## src/rtl/wimpfi_pkg.sv

```systemverilog
// Shared constants and state type for the WIMPFI receive path.
package wimpfi_pkg;

  localparam logic [7:0] BROADCAST_ADDR = 8'h2A;

  localparam logic [7:0] TYPE_0 = 8'h30;
  localparam logic [7:0] TYPE_1 = 8'h31;
  localparam logic [7:0] TYPE_2 = 8'h32;
  localparam logic [7:0] TYPE_3 = 8'h33;

  typedef enum logic [2:0] {
    StIdle,
    StDest,
    StSrc,
    StType,
    StPayload,
    StDrop
  } rx_filter_state_t;

  function automatic logic is_valid_type(input logic [7:0] t);
    return (t >= TYPE_0) && (t <= TYPE_3);
  endfunction

endpackage

```

## src/rtl/edge_detect.sv

```systemverilog
// Registered rise/fall detector for the carrier-detect line.
module edge_detect (
  input  logic clk,
  input  logic reset,
  input  logic sig,
  output logic rise,
  output logic fall
);

  logic sig_q;

  // Resets high so a carrier still present at reset release is not seen as a new frame.
  always_ff @(posedge clk or posedge reset) begin
    if (reset) sig_q <= 1'b1;
    else       sig_q <= sig;
  end

  assign rise = sig & ~sig_q;
  assign fall = ~sig & sig_q;

endmodule

```

## src/rtl/rx_frame_filter.sv

```systemverilog
// Receive frame filter: address/type check, byte forwarding and end-of-frame status.
// Optional build macro RX_FILTER_PROMISC_EN accepts every destination address.
module rx_frame_filter
  import wimpfi_pkg::*;
#(
  parameter int unsigned MAX_PAYLOAD = 255
) (
  input  logic       clk,
  input  logic       reset,
  input  logic [7:0] mac_addr,
  input  logic [7:0] rx_data,
  input  logic       rx_valid,
  input  logic       rx_error,
  input  logic       cardet,
  output logic [7:0] data_out,
  output logic       data_valid,
  output logic       frame_ok,
  output logic       frame_drop,
  output logic       type_2_received,
  output logic [7:0] send_to
);

  logic cardet_rise, cardet_fall;

  edge_detect u_edge_detect (
    .clk   (clk),
    .reset (reset),
    .sig   (cardet),
    .rise  (cardet_rise),
    .fall  (cardet_fall)
  );

  rx_filter_state_t state_q, state_d, byte_state;
  logic [7:0] count_q, count_d;
  logic       own_q, own_d;
  logic       type2_q, type2_d;
  logic [7:0] src_q, src_d;
  logic       fwd, close_ok, close_drop, dest_ok, own_match;

  logic [7:0] data_out_q;
  logic       data_valid_q, frame_ok_q, frame_drop_q, type_2_q;
  logic [7:0] send_to_q;

  assign own_match = (rx_data == mac_addr) && (rx_data != BROADCAST_ADDR);
`ifdef RX_FILTER_PROMISC_EN
  assign dest_ok = 1'b1;
`else
  assign dest_ok = (rx_data == mac_addr) || (rx_data == BROADCAST_ADDR);
`endif

  always_comb begin
    state_d    = state_q;
    count_d    = count_q;
    own_d      = own_q;
    type2_d    = type2_q;
    src_d      = src_q;
    fwd        = 1'b0;
    close_ok   = 1'b0;
    close_drop = 1'b0;
    byte_state = state_q;

    // The byte of this cycle is consumed before any frame close in the same cycle.
    if (state_q != StIdle && rx_error) begin
      byte_state = StDrop;
    end else if (rx_valid) begin
      case (state_q)
        StDest: begin
          fwd        = 1'b1;
          own_d      = own_match;
          byte_state = dest_ok ? StSrc : StDrop;
        end
        StSrc: begin
          fwd        = 1'b1;
          src_d      = rx_data;
          byte_state = StType;
        end
        StType: begin
          fwd        = 1'b1;
          type2_d    = (rx_data == TYPE_2);
          byte_state = is_valid_type(rx_data) ? StPayload : StDrop;
        end
        StPayload: begin
          if (32'(count_q) >= MAX_PAYLOAD) begin
            byte_state = StDrop;
          end else begin
            fwd     = 1'b1;
            count_d = (count_q == 8'hFF) ? count_q : count_q + 8'd1;
          end
        end
        default: ;
      endcase
    end

    state_d = byte_state;
    if (state_q == StIdle) begin
      if (cardet_rise) state_d = StDest;
    end else if (cardet_fall) begin
      // Still in StDest means no byte arrived: close silently.
      close_ok   = (byte_state == StPayload);
      close_drop = byte_state inside {StSrc, StType, StDrop};
      state_d    = StIdle;
      count_d    = 8'h00;
      own_d      = 1'b0;
      type2_d    = 1'b0;
    end
  end

  always_ff @(posedge clk or posedge reset) begin
    if (reset) begin
      state_q      <= StIdle;
      count_q      <= 8'h00;
      own_q        <= 1'b0;
      type2_q      <= 1'b0;
      src_q        <= 8'h00;
      data_out_q   <= 8'h00;
      data_valid_q <= 1'b0;
      frame_ok_q   <= 1'b0;
      frame_drop_q <= 1'b0;
      type_2_q     <= 1'b0;
      send_to_q    <= 8'h00;
    end else begin
      state_q      <= state_d;
      count_q      <= count_d;
      own_q        <= own_d;
      type2_q      <= type2_d;
      src_q        <= src_d;
      data_valid_q <= fwd;
      if (fwd) data_out_q <= rx_data;
      frame_ok_q   <= close_ok;
      frame_drop_q <= close_drop;
      // Pre-close values so a type byte landing on the close cycle still counts.
      type_2_q     <= close_ok && (state_q == StDest ? own_match : own_q) &&
                      (byte_state == StPayload) && type2_d_pre();
      if (close_ok && own_pre() && type2_d_pre()) send_to_q <= src_q;
    end
  end

  function automatic logic own_pre();
    return own_q;
  endfunction

  function automatic logic type2_d_pre();
    return (state_q == StType && rx_valid && !rx_error) ? (rx_data == TYPE_2) : type2_q;
  endfunction

  assign data_out        = data_out_q;
  assign data_valid      = data_valid_q;
  assign frame_ok        = frame_ok_q;
  assign frame_drop      = frame_drop_q;
  assign type_2_received = type_2_q;
  assign send_to         = send_to_q;

endmodule

```

## config.mk

```make
export PLATFORM = sky130hd
export DESIGN_NAME = rx_frame_filter
export DESIGN_NICKNAME = d
export VERILOG_FILES = /design/src/rtl/wimpfi_pkg.sv /design/src/rtl/edge_detect.sv /design/src/rtl/rx_frame_filter.sv
export SDC_FILE = /design/constraint.sdc
export NUM_CORES = 1
export LEC_CHECK = 0
export BUFFER_PORTS_ARGS = -buffer_cell sky130_fd_sc_hd__clkbuf_2
export CAP_MARGIN = 20
export CORE_MARGIN = 2
export CORE_UTILIZATION = 41
export CTS_CLUSTER_DIAMETER = 60
export CTS_CLUSTER_SIZE = 24
export DETAILED_ROUTE_END_ITERATION = 8
export PLACE_DENSITY = 0.59
export SETUP_SLACK_MARGIN = 0.02
export SLEW_MARGIN = 20
export SYNTH_ARGS = -nofsm -noshare
export SYNTH_HDL_FRONTEND = slang
export SYNTH_SLANG_ARGS = --single-unit
```

## constraint.sdc

```tcl
create_clock -name clk -period 6.8 [get_ports clk]
set_input_delay 1.36 -clock clk [delete_from_list [all_inputs] [get_ports clk]]
set_output_delay 1.36 -clock clk [all_outputs]
set_load 0.005 [all_outputs]
```

**After elaboration in Yosys (flattened, before gate mapping)**

Cells that the tools add are included.

- Input port bits: 21
- Latch bits: 0
- Logic and storage cells: 86
- Register bits after elaboration: 42
- Memory bits (read-only): 0
- Memories kept: 0
- Memory bits (writable): 0
- Output and inout bits: 20

- Reductions and logical operators: 17
- $mul: 0
- Multiplexer cells: 35
- Equal/unequal tests: 13
- Bitwise gates (word level): 5
- Shifts and indexed selects: 0
- Magnitude comparators: 3
- Divide/modulo/power cells: 0
- Add/sub/neg operators: 1

Operators with widths:

| cell | count |
|---|---|
| 8-bit two-way mux | 7 |
| 3-bit two-way mux | 7 |
| 1-bit two-way mux | 19 |
| 8-bit by 6-bit equality test with 1-bit output (second input constant) | 2 |
| 3-bit by 2-bit equality test with 1-bit output (second input constant) | 4 |
| 3-bit one-hot mux with 4 select lines | 1 |
| 1-bit logical AND | 10 |
| 3-bit equality test (second input constant) | 3 |
| 8-bit by 1-bit adder with 8-bit output (second input constant) | 1 |
| 8-bit equality test | 1 |
| 8-bit equality test (second input constant) | 1 |
| 8-bit by 6-bit >= comparator with 1-bit output (second input constant) | 1 |
| 8-bit >= comparator (second input constant) | 1 |
| 8-bit by 6-bit less-or-equal comparator with 1-bit output (second input constant) | 1 |
| 8-bit by 6-bit inequality test with 1-bit output (second input constant) | 1 |
| 3-bit nonzero test | 2 |
| 3-bit by 1-bit equality test with 1-bit output (second input constant) | 1 |
| 3-bit zero test | 1 |
| 1-bit NOT | 3 |
| 3-bit AND reduction | 1 |
| 3-bit OR reduction | 1 |
| 1-bit AND | 2 |
| 1-bit one-hot mux with 2 select lines | 1 |
| 1-bit zero test | 1 |
| 1-bit logical OR | 1 |

**Logic depth before layout (Yosys ltp)**

Gate-level depths: netlist of run 1.

- Depth after elaboration: 12
- Depth in mapped cells: 8
- Gate-level depth less buffers: 6

**Hierarchy**

A second synthesis of run 1 with hierarchy kept.

- Cell total of the unflattened synthesis: 181
- Area total of the unflattened synthesis: 2055.7 µm²

By module, submodules not included:

| module | cells each | area each (µm²) | instances | seq. area each (µm²) |
|---|---|---|---|---|
| rx_frame_filter | 177 | 2010.7 | 1 | 1026.0 |
| edge_detect | 4 | 45.0 | 1 | 26.3 |

**Worst setup path after synthesis of run 1**

No wires, ideal clock.

- Kind: input to register
- From: in rx_data[6]
- To: reg send_to_q[0] (netlist: send_to[0])
- Stages: 7
- Required time: 6675 ps
- Arrival time: 3336 ps
- Buffers on the path: 2
- Path slack: 3339 ps
- Setup time: 125 ps
- Cell sequence: or4b_4 nand4bb_1 buf_6 a32oi_4 or4b_1 buf_6 mux2_4

- Cells in the longest elaborated chain, start to end: 11
- Elaborated cells between the ends (all ways): 18
- Classes of those cells: 2 x order compare; 4 x eq/ne; 8 x mux; 4 x reduce/logical

RTL lines:

| item | RTL line | source |
|---|---|---|
| from (decl) | rx_frame_filter.sv:11 | `input logic [7:0] rx_data,` |
| 8-bit by 6-bit >= comparator with 1-bit output, or another cell as far along | wimpfi_pkg.sv:21 | `return (t >= TYPE_0) && (t <= TYPE_3);` |
| 1-bit logical AND / 1-bit logical OR (equally long branches) | wimpfi_pkg.sv:21, rx_frame_filter.sv:48 |  |
| 1-bit two-way mux / 3-bit two-way mux (equally long branches) | rx_frame_filter.sv:80, rx_frame_filter.sv:70 |  |
| 3-bit one-hot mux with 4 select lines | rx_frame_filter.sv:66 | `case (state_q)` |
| 3-bit two-way mux | rx_frame_filter.sv:65 | `end else if (rx_valid) begin` |
| 3-bit two-way mux | rx_frame_filter.sv:63 | `if (state_q != StIdle && rx_error) begin` |
| 3-bit equality test | rx_frame_filter.sv:99 | `close_ok = (byte_state == StPayload);` |
| 1-bit two-way mux | rx_frame_filter.sv:97 | `end else if (cardet_fall) begin` |
| 1-bit two-way mux | rx_frame_filter.sv:95 | `if (state_q == StIdle) begin` |
| 1-bit logical AND | rx_frame_filter.sv:134 | `if (close_ok && own_pre() && type2_d_pre()) send_to_q <= src_q;` |
| 1-bit logical AND (*) | rx_frame_filter.sv:134 |  |
| to (signal assigned) | rx_frame_filter.sv:134 |  |
| to (decl) | rx_frame_filter.sv:42 | `logic [7:0] send_to_q;` |

Every way passes the cells marked *; elsewhere a longest branch is shown, timed or not.
A chain may end at the register's enable or synchronous reset.

**Worst setup path in the final report of run 1**

- From: in rx_data[6]
- To: reg send_to_q[6] (netlist: send_to[6])

Same word-level chain as after synthesis.

==> results of run 1 <==
==> power groups by stage <==
stage	logic, uW	registers, uW	clock network (uW)
after detailed placement	187	329	0
after global routing	208	331	213
final	184	324	198
after floorplan	140	315	0
after global placement	188	329	0
after CTS	188	325	202
==> cells in the final DEF, fill, tap and decap left out, types with 4 or more instances in the layout <==
master    instances
nor2_1           13
o21ai_0           6
a21oi_1           6
mux2_2           16
nand2_1           8
dfrtp_1          41
mux2_4            8
nand3_1           4
clkbuf_8          6
clkbuf_2         40
nor3_1            4
xor2_1            9
==> area by class of cell <==
cell class	count	area [um2]	share of cell area
Clock buffer	6	82.6	0.0333
Sequential cell	42	1050	0.425
Multi-Input combinational cell	125	992	0.400
Timing Repair Buffer	42	215	0.0868
Clock inverter	1	30.0	0.0121
Inverter	5	18.8	0.00757
Tap cell	70	87.6	0.0353
==> routing by layer <==
layer | up-vias | global-route usage | part of all wire
met5 | - | 0 | 0
met3 | 5 | 0.0516 | 0.035
li1 | 723 | - | -
met4 | 0 | 0.0409 | 0.0090
met2 | 21 | 0.237 | 0.47
met1 | 706 | 0.201 | 0.48
==> metrics by stage <==
step                power [uW]  instance area [um2]
finish                     706                 2480
global route               752                 2480
CTS                        715                 2480
detailed placement         516                 2370
global placement           517                 2370
floorplan                  456                 2110
==> cells by family (layout without fill, tap and decap cells) <==
kind of cell    Yosys count  after routing
simple gates             52             52
flops                    42             42
compound gates           33             33
mux                      27             27
xor+xnor                 12             12
buf+inv                  11             54
fa+ha+maj                 1              1
==> how the worst max path moves through the flow <==
stage                          start    endpoint  slack (ns)  cells past startpoint
after floorplan           rx_data[6]  send_to[0]        3.34                      7
after global placement    rx_data[6]  send_to[6]        2.78                      6
after detailed placement  rx_data[6]  send_to[5]        2.75                      6
after CTS                 rx_data[6]  send_to[5]        3.07                      6
after global routing      rx_data[6]  send_to[6]        2.96                      6
final                     rx_data[6]  send_to[6]        3.08                      6
==> worst max-delay path, stage by stage <==
cell	delay, ns
clkbuf_2	0.11
or4b_4	0.55
nand4bb_1	0.42
a32oi_4	0.32
or4b_1	0.74
mux2_4	0.39
==> registers in the layout (all words and copies together), names as in the netlist <==
name / flops
count_q: 8
data_out: 8
send_to: 8
src_q: 8
state_q: 3
data_valid: 1
frame_drop: 1
frame_ok: 1
own_q: 1
type2_q: 1
type_2_received: 1
u_edge_detect.sig_q: 1
==> results_dict.tcl, run 1 <==
set metrics [dict create \
    status "complete, no violations" \
    netlist_area_um2 2110 \
    clk_latency_ns 0.29 \
    synth-seq-area-share 0.499 \
    hold_end "send_to[3]" \
    clkSinkCount 42 \
    clockRootBuffer "clkbuf_8" \
    yosys.area_share.simple 0.145 \
    place_congestion 0.731 \
    port_buffers 40 \
    finalCriticalPeriod_ns 3.72 \
    synth-edff-count 0 \
    start_kind "primary input" \
    cp.required_ns 6.98 \
    whs_path_depth 1 \
    num_vias 1455 \
    antenna_cells 0 \
    synth_cell_types 49 \
    clock_path_buffers 2 \
    crit_fanout 9 \
    ys_top_cells_by_count "dfrtp_1, mux2_2, nor2_1" \
    hold_viol 0 \
    areaGrowthSynthToFinish_pct 17.6 \
    worstReg2RegStart "state_q[1]" \
    synth_top_area_cell "dfrtp_1" \
    routed_wl_mm 4.01 \
    synth-xor-area-share 0.0499 \
    antenna_left 0 \
    fill_cells 460 \
    cts_inserted_buffers 5 \
    power_density_nw_per_um2 285 \
    maxSlewHeadroom 0.311 \
    min_period_over_period 0.548 \
    clk_pin_slew_worst_paths_ns 0.08 \
    rows 26 \
    yosysTopAreaCellShare 0.487 \
    fp.dieArea_um2 5730 \
    grt_pass1_vias 1372 \
    clockPowerShare 0.280 \
    drt-pass1-iter-count 4 \
    synth_fp_nets 200 \
    synth-adder-area-share 0.00593 \
    avgSynthCellArea_um2 11.8 \
    start_util 0.418 \
    path_class "primary input to flop" \
    drc 0 \
    worst_pin_slew_ns 1.03 \
    cts_tree "yes" \
    rsz0062_at_grt "no" \
    grt_overflow 0 \
    hold_start "src_q[3]" \
    cp_data_arrival_time_ns 3.90 \
    final.setup.worst_slack_ns 3.08 \
    r2r_cells 6 \
    timing.rr.end "send_to[6]" \
    nets 243 \
    holdBufCountCts 0 \
    antenna_found_initial 0 \
    pwr-share-comb 0.261 \
    synth_top_family_by_area "multiplexers" \
    synth_top_flop_cell "dfrtp_1" \
    hold_class "flop to flop" \
    p_int_uw 502 \
    synthMuxAreaShare 0.157 \
    r2r_slack_ns 3.85 \
    max_cap_viol_count 0 \
    grt_pass1_wl_mm 6.41 \
    wire_per_inst_um 13.8 \
    post_cts_buffers 0 \
    async_flop_share 1.00 \
    htreeDepth 2 \
    fin_skew_ns 0.00575 \
    final_cells 291 \
    dieHeight_um 75.7 \
    power_switching_share 0.289 \
    slew_viol_final 0 \
    synth_compound_area_frac 0.113 \
    ys_seq_elements 42 \
    p_switching_uw 204 \
    io_pins 41 \
    track_usage 0.151 \
    postCtsResizedCells 0 \
    finalHoldWorstSlack_ns 0.510 \
    layout-drive-gt1-share 0.367 \
    max_freq_mhz 269 \
    p_seq_frac 0.459 \
    finalSetupViolCount 0 \
    core-area_um2 5040 \
    irDropWorstVdd_uv 135 \
    fin_util 0.492 \
    die_w_um 75.7 \
    grt_max_degree 43 \
    dpl_worst_slack_ns 2.75 \
    power_leakage_uw 0.00120 \
    syn_inst 178 \
    ys_warn_count 0 \
    fin_tns_setup_ns 0 \
    via_per_inst 5.00 \
    yosys-top-cells-area "dfrtp_1, mux2_2, mux2_4" \
    drtIter0Drc 39 \
    place_inst 284 \
    yosys.cell_count.top_type "dfrtp_1" \
    end_kind "flop" \
    dp_hpwl_mm 2.97 \
]
No activity file was read; power rests on OpenSTA's default activity.
==> run 2: changes to the inputs <==
==> constraint.sdc (replaced) <==
create_clock -name clk -period 3.7 [get_ports clk]
set_input_delay 0.74 -clock clk [delete_from_list [all_inputs] [get_ports clk]]
set_output_delay 0.74 -clock clk [all_outputs]
set_load 0.005 [all_outputs]
==> results_dict.tcl, run 2 (synthesized netlist as in run 1, its figures left out) <==
set metrics [dict create \
    status "complete, no violations" \
    num_vias 1491 \
    clockRootBuffer "clkbuf_8" \
    rows 26 \
    crit_fanout 9 \
    register_area_um2 1050 \
    finalCriticalPeriod_ns 2.98 \
    core-area_um2 5040 \
    multiInputGateArea_um2 992 \
    end_kind "flop" \
    start_kind "primary input" \
    hold_viol 0 \
    clk_pin_slew_worst_paths_ns 0.08 \
    drc 0 \
    grt_overflow 0 \
    hold_class "flop to flop" \
    start_util 0.418 \
    grt_max_degree 43 \
    port_buffers 40 \
    wire_per_inst_um 13.8 \
    final_cell_mix "dfrtp_1, clkbuf_2, mux2_2" \
    layout_commonest_cell "dfrtp_1" \
    slew_viol_final 0 \
    die_w_um 75.7 \
    worst_pin_slew_ns 0.908 \
    dp_hpwl_mm 3.00 \
    fin_tns_setup_ns 0 \
    rsz0062_at_grt "no" \
    cp_data_arrival_time_ns 3.15 \
    fp.dieArea_um2 5730 \
    track_usage 0.156 \
    nets 245 \
    r2r_slack_ns 0.78 \
    drt-pass1-iter-count 4 \
    routed_wl_mm 4.07 \
    clk_latency_ns 0.29 \
    power_density_nw_per_um2 501 \
    irDropWorstVdd_uv 172 \
    maxSlewHeadroom 0.393 \
    cp.required_ns 3.87 \
    post_cts_buffers 0 \
    clock_path_buffers 2 \
    fin_skew_ns 0.00581 \
    fill_cells 468 \
    drtIter0Drc 33 \
    antenna_cells 0 \
    dieHeight_um 75.7 \
    max_freq_mhz 336 \
    startpoint "rx_data[6]" \
    r2r_cells 6 \
    finalSetupViolCount 0 \
    crit_end "send_to[4]" \
    antenna_found_initial 0 \
    postCtsResizedCells 0 \
    holdBufCountCts 0 \
    areaGrowthSynthToFinish_pct 17.3 \
    grt_pass1_vias 1407 \
    clkSinkCount 42 \
    worstReg2RegStart "state_q[0]" \
    path_class "primary input to flop" \
    timing.rr.end "send_to[4]" \
    htreeDepth 2 \
    power.total_uw 1240 \
    min_period_over_period 0.805 \
    layout-drive-gt1-share 0.371 \
    place_congestion 0.772 \
    max_cap_viol_count 0 \
    io_pins 41 \
    grt_pass1_wl_mm 6.62 \
    power_leakage_uw 0.00120 \
    antenna_left 0 \
    cts_inserted_buffers 5 \
    via_per_inst 5.07 \
    cts_tree "yes" \
]
==> run 2: cell types whose count changed in the layout (fill, tap and decap cells not counted), sizes merged <==
| cell | change |
|---|---|
| buf | +2 |
| bufinv | -1 |
| clkbuf | +1 |
| clkinv | +1 |
==> run 2: power by group <==
part / leakage [uW] / switching [uW] / internal, uW
logic: 0.000595 / 166 / 179
clock network: 0.0000482 / 147 / 151
registers: 0.000559 / 66.8 / 530
total: 0.00120 / 380 / 859
==> run 2: worst min path at each step <==
stage,from,endpoint,slack (ns),depth (start not counted)
after global routing,src_q[3],send_to[3],0.53,1
final,src_q[1],send_to[1],0.51,1
after detailed placement,src_q[1],send_to[1],0.49,1
after global placement,src_q[0],send_to[0],0.49,1
after floorplan,src_q[0],send_to[0],0.48,1
after CTS,src_q[1],send_to[1],0.51,1
==> run 2: per-stage QoR <==
step           cell area (um2)  setup WS (ns)  instances  utilization  hold slack [ns]
2_1_floorplan             2110          0.859        178            -            0.478
3_3_place_gp              2380          0.486        286        0.472            0.489
3_5_place_dp              2380          0.422        286        0.472            0.491
4_1_cts                   2470          0.740        294        0.490            0.508
5_1_grt                   2470          0.587        294        0.490            0.526
6_report                  2470          0.722        294        0.490            0.507
==> run 2: layout make-up <==
cell class	instances	area share
sequential	42	0.426
tap	70	0.0354
inverter	5	0.00759
multi-input combinational	125	0.401
clock inverter	1	0.00202
clock buffer	7	0.0349
timing repair buffer	44	0.0931
==> run 2: layer usage <==
metal	vias up	GRT usage	wire length, um
met4	0	0.0507	29
li1	733	-	-
met2	30	0.245	1920
met5	-	0	0
met1	724	0.207	1990
met3	4	0.0476	131
==> run 2: critical path, cell delays in order <==
cell and delay [ns]:
clkbuf_2 0.12, or4b_4 0.56, o22ai_1 0.18, o311ai_1 0.17, a32oi_4 0.24, or4b_1 0.74, mux2_4 0.39
==> run 3: changes to the inputs <==
==> constraint.sdc (replaced) <==
create_clock -name clk -period 2.9 [get_ports clk]
set_input_delay 0.58 -clock clk [delete_from_list [all_inputs] [get_ports clk]]
set_output_delay 0.58 -clock clk [all_outputs]
set_load 0.005 [all_outputs]
==> results_dict.tcl, run 3 (synthesized netlist as in run 1, its figures left out) <==
set metrics [dict create \
    cts_inserted_buffers 5 \
    max_cap_viol_count 0 \
    slew_viol_final 0 \
    grt_max_degree 29 \
    port_buffers 40 \
    cts_tree "yes" \
    start_kind "primary input" \
    die_w_um 75.7 \
    final_cell_mix "dfrtp_1, clkbuf_2, mux2_2" \
    via_per_inst 5.10 \
    max_freq_mhz 383 \
    areaGrowthSynthToFinish_pct 22.7 \
    worstReg2RegStart "state_q[2]" \
    routed_wl_mm 4.38 \
    cp_data_arrival_time_ns 2.79 \
    core-area_um2 5040 \
    worstPathCellList "clkbuf_2, or4b_4, o22ai_1, o311ai_1, a32oi_4, or4b_1, buf_12, mux2_4" \
    grt_pass1_wl_mm 7.17 \
    drt-pass1-iter-count 4 \
    worst_pin_slew_ns 0.687 \
    antenna_left 0 \
    clockRootBuffer "clkbuf_8" \
    layout_commonest_cell "dfrtp_1" \
    dp_hpwl_mm 3.31 \
    rows 26 \
    antenna_found_initial 0 \
    grt_pass1_vias 1545 \
    grt_overflow 0 \
    finalCriticalPeriod_ns 2.61 \
    crit_path_max_incr_delay_ns 0.55 \
    startpoint "rx_data[6]" \
    status "complete, no violations" \
    power_leakage_uw 0.00126 \
    antenna_cells 0 \
    nets 256 \
    finalSetupViolCount 0 \
    place_congestion 0.743 \
    finalHoldWorstSlack_ns 0.248 \
    clk_pin_slew_worst_paths_ns 0.08 \
    drc 0 \
    cp_slowest_cell "or4b_4" \
    clock_path_buffers 2 \
    hold_viol 0 \
    fin_skew_ns 0.00157 \
    rsz0062_at_grt "no" \
    io_pins 41 \
    crit_fanout 9 \
    clkSinkCount 42 \
    postCtsResizedCells 0 \
    layout-drive-gt1-share 0.400 \
    post_cts_buffers 0 \
    track_usage 0.166 \
    htreeDepth 2 \
    start_util 0.418 \
    end_kind "flop" \
    num_vias 1555 \
    holdBufCountCts 0 \
    irDropWorstVdd_uv 418 \
    hold_class "primary input to asynchronous set/reset pin" \
    cp.required_ns 3.08 \
    fin_util 0.513 \
    path_class "primary input to flop" \
    min_period_over_period 0.901 \
    wire_per_inst_um 14.4 \
    maxSlewHeadroom 0.541 \
    power_density_nw_per_um2 655 \
    clk_latency_ns 0.29 \
    fp.dieArea_um2 5730 \
    dieHeight_um 75.7 \
    drtIter0Drc 39 \
]
==> run 3: cell types whose count changed in the layout (fill, tap and decap cells not counted), sizes merged <==
cell and delta:
clkinvlp +1, clkbuf -1, buf +11, bufinv +1, clkinv -1
==> run 3: critical path: cells and delay by family <==
family	cells	cell delay [ns]
AOI/OAI and AO/OA	3	0.58
buffers and inverters	2	0.27
muxes	1	0.29
and+or+nand+nor	2	1.06
==> run 3: where the power goes <==
group | switching [uW] | internal (uW) | total [uW]
combinational | 261 | 260 | 521
clock | 194 | 257 | 451
sequential | 45.4 | 676 | 722
total | 501 | 1190 | 1690
==> run 3: per-layer routing <==
layer	routed length, um	share of wire	up-vias	track usage
met5	0	0	-	0
met4	56	0.013	0	0.0663
met3	154	0.035	7	0.0344
met2	2100	0.48	38	0.265
met1	2060	0.47	753	0.223
li1	-	-	757	-
==> run 3: per-stage QoR <==
| stage | cells | cell area, um2 | power [uW] | TNS [ns] | worst slack (ns) |
|---|---|---|---|---|---|
| 2_1_floorplan | 178 | 2110 | 1070 | 0 | 0.219 |
| 3_5_place_dp | 297 | 2480 | 1260 | -0.159 | -0.0237 |
| 3_3_place_gp | 297 | 2480 | 1250 | 0 | 0.0556 |
| 4_1_cts | 305 | 2590 | 1720 | 0 | 0.288 |
| 5_1_grt | 305 | 2590 | 1810 | 0 | 0.228 |
| 6_report | 305 | 2590 | 1690 | 0 | 0.287 |
==> run 3: final timing paths <==
kind,cells after the start,end,slack [ns]
worst max-delay path,8,send_to[7],0.29
worst min-delay path,2,count_q[5],0.25
worst max register to register,7,send_to[7],0.40
worst min register to register,1,send_to[2],0.51
max in group asynchronous,3,src_q[0],1.95
min in group clk,1,u_edge_detect.sig_q,0.40
==> run 3: area by class of cell <==
class | instances | area [um2]
Clock buffer | 6 | 72.6
Clock inverter | 2 | 37.5
Fill cell | 470 | 2460
Inverter | 5 | 18.8
Multi-Input combinational cell | 125 | 992
Sequential cell | 42 | 1050
Tap cell | 70 | 87.6
Timing Repair Buffer | 55 | 325
